File: src/rtl/seq_pattern_pkg.sv
// Shared types and constants for the serial pattern transmitter.
// Optional parity bit is enabled by defining SEQ_PATTERN_TX_PARITY_EN.
package seq_pattern_pkg;

  // FSM encoding; 2'b11 is unused and recovers to IDLE
  typedef enum logic [1:0] {
    IDLE  = 2'b00,
    SHIFT = 2'b01,
    GAP   = 2'b10
  } state_t;

  localparam int unsigned DEF_WIDTH      = 8;
  localparam int unsigned DEF_LEN_W      = 4;
  localparam int unsigned DEF_GAP_CYCLES = 1;

  // Extra serial bits appended after the data bits of every frame
`ifdef SEQ_PATTERN_TX_PARITY_EN
  localparam int unsigned PARITY_LEN = 1;
`else
  localparam int unsigned PARITY_LEN = 0;
`endif

endpackage

File: src/rtl/seq_shift_reg.sv
// Loadable left-shift register with zero fill; msb is the bit on the wire.
module seq_shift_reg #(
  parameter int unsigned WIDTH = 8
) (
  input  logic             Clock,
  input  logic             Reset,
  input  logic             clear,
  input  logic             load,
  input  logic             shift,
  input  logic [WIDTH-1:0] load_value,
  output logic             msb
);

  logic [WIDTH-1:0] sr_q;

  // Clear beats load beats shift; zeros fill from the LSB end
  always_ff @(posedge Clock or posedge Reset) begin
    if (Reset) begin
      sr_q <= '0;
    end else if (clear) begin
      sr_q <= '0;
    end else if (load) begin
      sr_q <= load_value;
    end else if (shift) begin
      sr_q <= sr_q << 1;
    end
  end

  assign msb = sr_q[WIDTH-1];

endmodule

File: src/rtl/seq_pattern_tx.sv
// Serial pattern transmitter: accepts a word + bit count, sends it MSB-first
// on w, then forces GAP_CYCLES idle cycles with w=0.
// Define SEQ_PATTERN_TX_PARITY_EN to append an even-parity bit to each frame.
module seq_pattern_tx
  import seq_pattern_pkg::*;
#(
  parameter int unsigned WIDTH      = DEF_WIDTH,
  parameter int unsigned LEN_W      = DEF_LEN_W,
  parameter int unsigned GAP_CYCLES = DEF_GAP_CYCLES
) (
  input  logic             Clock,
  input  logic             Reset,
  input  logic             in_valid,
  output logic             in_ready,
  input  logic [WIDTH-1:0] in_data,
  input  logic [LEN_W-1:0] in_len,
  output logic             w,
  output logic             busy,
  output logic             done
);

  localparam int unsigned SR_W  = WIDTH + PARITY_LEN;
  localparam int unsigned GAP_W = (GAP_CYCLES > 1) ? $clog2(GAP_CYCLES) : 1;

  state_t             state_q, state_d;
  logic [LEN_W-1:0]   cnt_q, cnt_d;
  logic [GAP_W-1:0]   gap_q, gap_d;
  logic               busy_d, done_d, ready_d;
  logic               sr_clear, sr_load, sr_shift;
  logic [LEN_W-1:0]   len_eff;
  logic [WIDTH-1:0]   data_aligned;
  logic [SR_W-1:0]    sr_load_value;

  // Clamp requested length into 1..WIDTH
  always_comb begin
    len_eff = in_len;
    if (in_len == '0) begin
      len_eff = LEN_W'(1);
    end else if (in_len > LEN_W'(WIDTH)) begin
      len_eff = LEN_W'(WIDTH);
    end
  end

  // Left-align the sent bits so in_data[len-1] lands on the register MSB
  assign data_aligned = in_data << (LEN_W'(WIDTH) - len_eff);

`ifdef SEQ_PATTERN_TX_PARITY_EN
  logic parity;
  // Parity sits directly below the last data bit
  assign parity        = ^data_aligned;
  assign sr_load_value = {data_aligned, 1'b0} | (SR_W'(parity) << (LEN_W'(WIDTH) - len_eff));
`else
  assign sr_load_value = data_aligned;
`endif

  // Next-state, counter and output decode
  always_comb begin
    state_d  = state_q;
    cnt_d    = cnt_q;
    gap_d    = gap_q;
    done_d   = 1'b0;
    sr_clear = 1'b0;
    sr_load  = 1'b0;
    sr_shift = 1'b0;
    case (state_q)
      IDLE: begin
        if (in_valid && in_ready) begin
          sr_load = 1'b1;
          cnt_d   = LEN_W'(len_eff - LEN_W'(1) + LEN_W'(PARITY_LEN));
          state_d = SHIFT;
        end
      end
      SHIFT: begin
        sr_shift = 1'b1;
        if (cnt_q == '0) begin
          done_d = 1'b1;
          if (GAP_CYCLES > 0) begin
            gap_d   = GAP_W'(GAP_CYCLES - 1);
            state_d = GAP;
          end else begin
            state_d = IDLE;
          end
        end else begin
          cnt_d = cnt_q - LEN_W'(1);
        end
      end
      GAP: begin
        if (gap_q == '0) begin
          state_d = IDLE;
        end else begin
          gap_d = gap_q - GAP_W'(1);
        end
      end
      default: begin
        sr_clear = 1'b1;
        cnt_d    = '0;
        gap_d    = '0;
        state_d  = IDLE;
      end
    endcase
    busy_d  = (state_d != IDLE);
    ready_d = (state_d == IDLE);
  end

  // State, counters and registered handshake/status outputs
  always_ff @(posedge Clock or posedge Reset) begin
    if (Reset) begin
      state_q  <= IDLE;
      cnt_q    <= '0;
      gap_q    <= '0;
      busy     <= 1'b0;
      done     <= 1'b0;
      in_ready <= 1'b1;
    end else begin
      state_q  <= state_d;
      cnt_q    <= cnt_d;
      gap_q    <= gap_d;
      busy     <= busy_d;
      done     <= done_d;
      in_ready <= ready_d;
    end
  end

  // Serial bit comes straight from the shift register MSB flop
  seq_shift_reg #(
    .WIDTH(SR_W)
  ) u_shift (
    .Clock      (Clock),
    .Reset      (Reset),
    .clear      (sr_clear),
    .load       (sr_load),
    .shift      (sr_shift),
    .load_value (sr_load_value),
    .msb        (w)
  );

endmodule

File: config.mk
export PLATFORM = sky130hd
export DESIGN_NAME = seq_pattern_tx
export DESIGN_NICKNAME = d
export VERILOG_FILES = /design/src/rtl/seq_pattern_pkg.sv /design/src/rtl/seq_shift_reg.sv /design/src/rtl/seq_pattern_tx.sv
export SDC_FILE = /design/constraint.sdc
export NUM_CORES = 1
export LEC_CHECK = 0
export BUFFER_PORTS_ARGS = -buffer_cell sky130_fd_sc_hd__buf_2
export CAP_MARGIN = 25
export CORE_ASPECT_RATIO = 1.25
export CORE_UTILIZATION = 54
export CTS_BUF_LIST = sky130_fd_sc_hd__clkbuf_4 sky130_fd_sc_hd__clkbuf_8 sky130_fd_sc_hd__clkbuf_16
export DETAILED_ROUTE_END_ITERATION = 8
export GPL_ROUTABILITY_DRIVEN = 0
export HOLD_SLACK_MARGIN = 0.06
export PLACE_DENSITY = 0.88
export SLEW_MARGIN = 0
export SYNTH_ARGS = -nofsm -noshare
export SYNTH_HDL_FRONTEND = slang
export SYNTH_SLANG_ARGS = --single-unit
File: constraint.sdc
create_clock -name Clock -period 2.4 [get_ports Clock]
set_clock_uncertainty 0.2 [all_clocks]
set_input_delay 0.24 -clock Clock [delete_from_list [all_inputs] [get_ports Clock]]
set_output_delay 0.24 -clock Clock [all_outputs]
set_load 0.02 [all_outputs]
==> impl_results.md <==
* Most instantiated cells after synthesis: dfrtp_1 (16), a21oi_1 (14), nand2_1 (8)
* Hold depth at 3
* First-pass GRT wire length at 4.09 mm
* Total core area at approximately 1800 µm²
* Crit path launch type: register
* Synth warn at 0
* Final Power at 0.00131 W
* Multi-input logic area at 588 µm²
* Post-Syn Instances at 114
* Tightest Pin Transition at 0.633 ns
* Post-synthesis sequential area ratio at 0.388
* Highest achievable clock rate at 520 MHz
* Maximum vdd drop at 0.463 mV
* Dpl hpwl at 1.79 mm
* Final WL at approximately 2.4 mm
* Final worst setup slack at 0.478 ns
* DRC viols at 0
* Post-Synthesis Net Count at 130
* Place WS at 0.500 ns
* Mean Syn Cell Area at between 9 and 10 µm²
* Status: completed
* Via Count at roughly 960
* Clock Latency Late Sink at 0.29 ns
* CP peak stage delay at 0.50 ns
* P&R area growth vs syn at 8.30%
* Most frequent cell after synthesis: dfrtp_1
* Share of layout cells above drive strength 1 at 0.238
* FF/Latch Area at between 400 and 500 µm²
* Number of global-route vias before repair at 892
* Top_reg_cell synth: dfrtp_1
* Number of synthesized flops with an enable pin at 0
* Crit share post-route at 0.801
* CTS Root Cell: clkbuf_4
* # setup viols final at 0
* Unrepaired setup endpoints after global routing: no
* Post-synth ARST share at 1.00
* Chip Height at 52.5 µm
* Die ar. at 2220 µm²
* Vias per cell at 6.41
* GRT overflow at 0
* Reg2reg setup slack at around 0.48 ns
* Port bufs at 18
* CTS Sinks at 17
* Final TNS setup at 0 ns
* GR Util All Layers at 0.241
* Fill cells at approximately 160
* Top cells by area, synth: dfrtp_1 (36%), a21oi_1 (6.4%), mux2i_1 (6.4%), buf_6 (4.1%), o21ai_0 (2.7%)
* Largest net degree at the start of global routing at 18
* Row cnt at 17
* Leak at roughly 0.54 nW
* Worst path slowest cell: dfrtp_1
* Critical path endpoint category: register
* CTS tree: yes
* Drt pass-1 iters at 4
* Iter 0 DRT Violations at 44
* Max-cap violations at 0
* Cell depth of the worst flop-to-flop path at 5
* Initial antenna violation count at 0
* CTS max path bufs at 2
* Final Hold Vio Count at 0
* I/O Pins at 19
* Reg clk slew, reported paths at 0.09 ns
* Post-layout nets at 147
* Worst Hold Class: in2reg
* Final Max Tran Viols at 0
* HP Start: in_data[7]
* Worst Path Buf+Inv at 0
* WL per Instance at 16.1 µm
* Worst-case hold path end point: u_shift.sr_q[7]$_DFFE_PP0P_
* Power Density at 1100 nW/µm²
* CTS Buf Count at 3
* CP max FO at 10
* Yosys top cell area share at 0.364
* Die width at ~42 µm
* CTS H-tree lvls at 1
* Ant. Diodes at 0
* #FFs+latches synth at 17
* Critical path's top delay family: flip-flops
* Post-DP Area at 1150 µm²
* Post-synthesis instance area at 1100 µm²
* Starting Density at 0.601
* R2R Path End: cnt_q[1]$_DFFE_PP0P_
* CP Class: reg2reg
* Max-slew headroom at 0.577
* CP arrival at 1.93 ns
* Post-synth cell types at 41
* Worst r2r src: state_q[0]$_DFF_PP0_
* Required time of the critical path at 2.40 ns
* Worst-path cell chain: nor2b_4, nor2_1, a22oi_1, ha_1, o31ai_1
* Minimum clock period at 1.92 ns
* Finished Cell Area at roughly 1200 µm²
* Final ANT Viol Nets at 0
* Dominant cell type by area after synthesis: dfrtp_1
==> worst max-delay path by stage <==
stage / cells after the start / endpoint / startpoint / slack (ns)
after floorplan: 7 / cnt_q[1]$_DFFE_PP0P_ / state_q[1]$_DFF_PP0_ / 0.71
after CTS: 5 / cnt_q[1]$_DFFE_PP0P_ / state_q[0]$_DFF_PP0_ / 0.49
after global placement: 5 / cnt_q[1]$_DFFE_PP0P_ / state_q[0]$_DFF_PP0_ / 0.63
after global routing: 5 / cnt_q[1]$_DFFE_PP0P_ / state_q[0]$_DFF_PP0_ / 0.36
after detailed placement: 5 / cnt_q[1]$_DFFE_PP0P_ / state_q[0]$_DFF_PP0_ / 0.50
final: 5 / cnt_q[1]$_DFFE_PP0P_ / state_q[0]$_DFF_PP0_ / 0.48
==> routing by layer <==
metal  vias up  track usage  wire length [µm]
met4         0        0.115                56
met1       457        0.306              1120
met3         6       0.0172                81
met5         -            0                 0
met2        32        0.415              1140
li1        460            -                 -
==> flip-flops by register name (all words and copies together), names as in the netlist <==
| signal | cells |
|---|---|
| busy | 1 |
| cnt_q | 4 |
| done | 1 |
| in_ready | 1 |
| state_q | 2 |
| u_shift.sr_q | 8 |
==> what timing repair did <==
item / CTS / global route
hold buffers: 1 / 0
endpoints found under the setup margin: 0 / 0
hold endpoints to repair: 16 / 0
resized for setup: 0 / 0
buffers inserted: 0 / 0
==> kinds of logic after synthesis <==
logic type | after synthesis | synth area share
fa+ha+maj | 1 | 0.0114
compound gates | 44 | 0.274
simple gates | 31 | 0.177
flops | 17 | 0.388
xor+xnor | 1 | 0.00797
mux | 7 | 0.0637
buf+inv | 13 | 0.0774
==> power breakdown <==
part	internal [W]	switching, W	total [W]
registers	0.000414	0.000103	0.000517
clock network	0.0000760	0.0000874	0.000163
logic	0.000270	0.000356	0.000625
==> worst register-to-register path, cell delays in order (launching register included) <==
cell and delay (ns):
dfrtp_1 0.50, nor2b_4 0.33, nor2_1 0.07, a22oi_1 0.23
ha_1 0.28, o31ai_1 0.24
==> final cells by class <==
cell class / instances / share of cell area
Timing Repair Buffer: 19 / 0.0840
Multi-Input combinational cell: 84 / 0.494
Inverter: 6 / 0.0189
Clock buffer: 4 / 0.0252
Sequential cell: 17 / 0.358
Tap cell: 19 / 0.0200
==> placed cells by master, fill, tap and decap left out, types with 2 or more instances in the layout <==
cell | netlist | final
a21oi_1 | 14 | 14
a221oi_1 | 2 | 2
a22o_1 | 2 | 2
a22oi_1 | 4 | 4
buf_2 | 2 | 18
clkbuf_4 | 0 | 4
dfrtp_1 | 16 | 16
inv_1 | 6 | 6
mux2i_1 | 7 | 7
nand2_1 | 8 | 8
nand2b_1 | 3 | 3
nor2_1 | 6 | 6
nor2b_1 | 3 | 3
o211ai_1 | 2 | 2
o21ai_0 | 6 | 6
o21bai_1 | 2 | 2
o221ai_1 | 2 | 2
o22ai_1 | 2 | 2
==> metrics by stage <==
step | util | instances | hold WS (ns)
2_1_floorplan | - | 114 | -0.0347
3_3_place_gp | 0.629 | 144 | 0.138
3_5_place_dp | 0.629 | 144 | 0.141
4_1_cts | 0.651 | 149 | 0.0685
5_1_grt | 0.651 | 149 | 0.0798
6_report | 0.651 | 149 | 0.0743
Note: power is estimated with default switching activity, not from simulation.
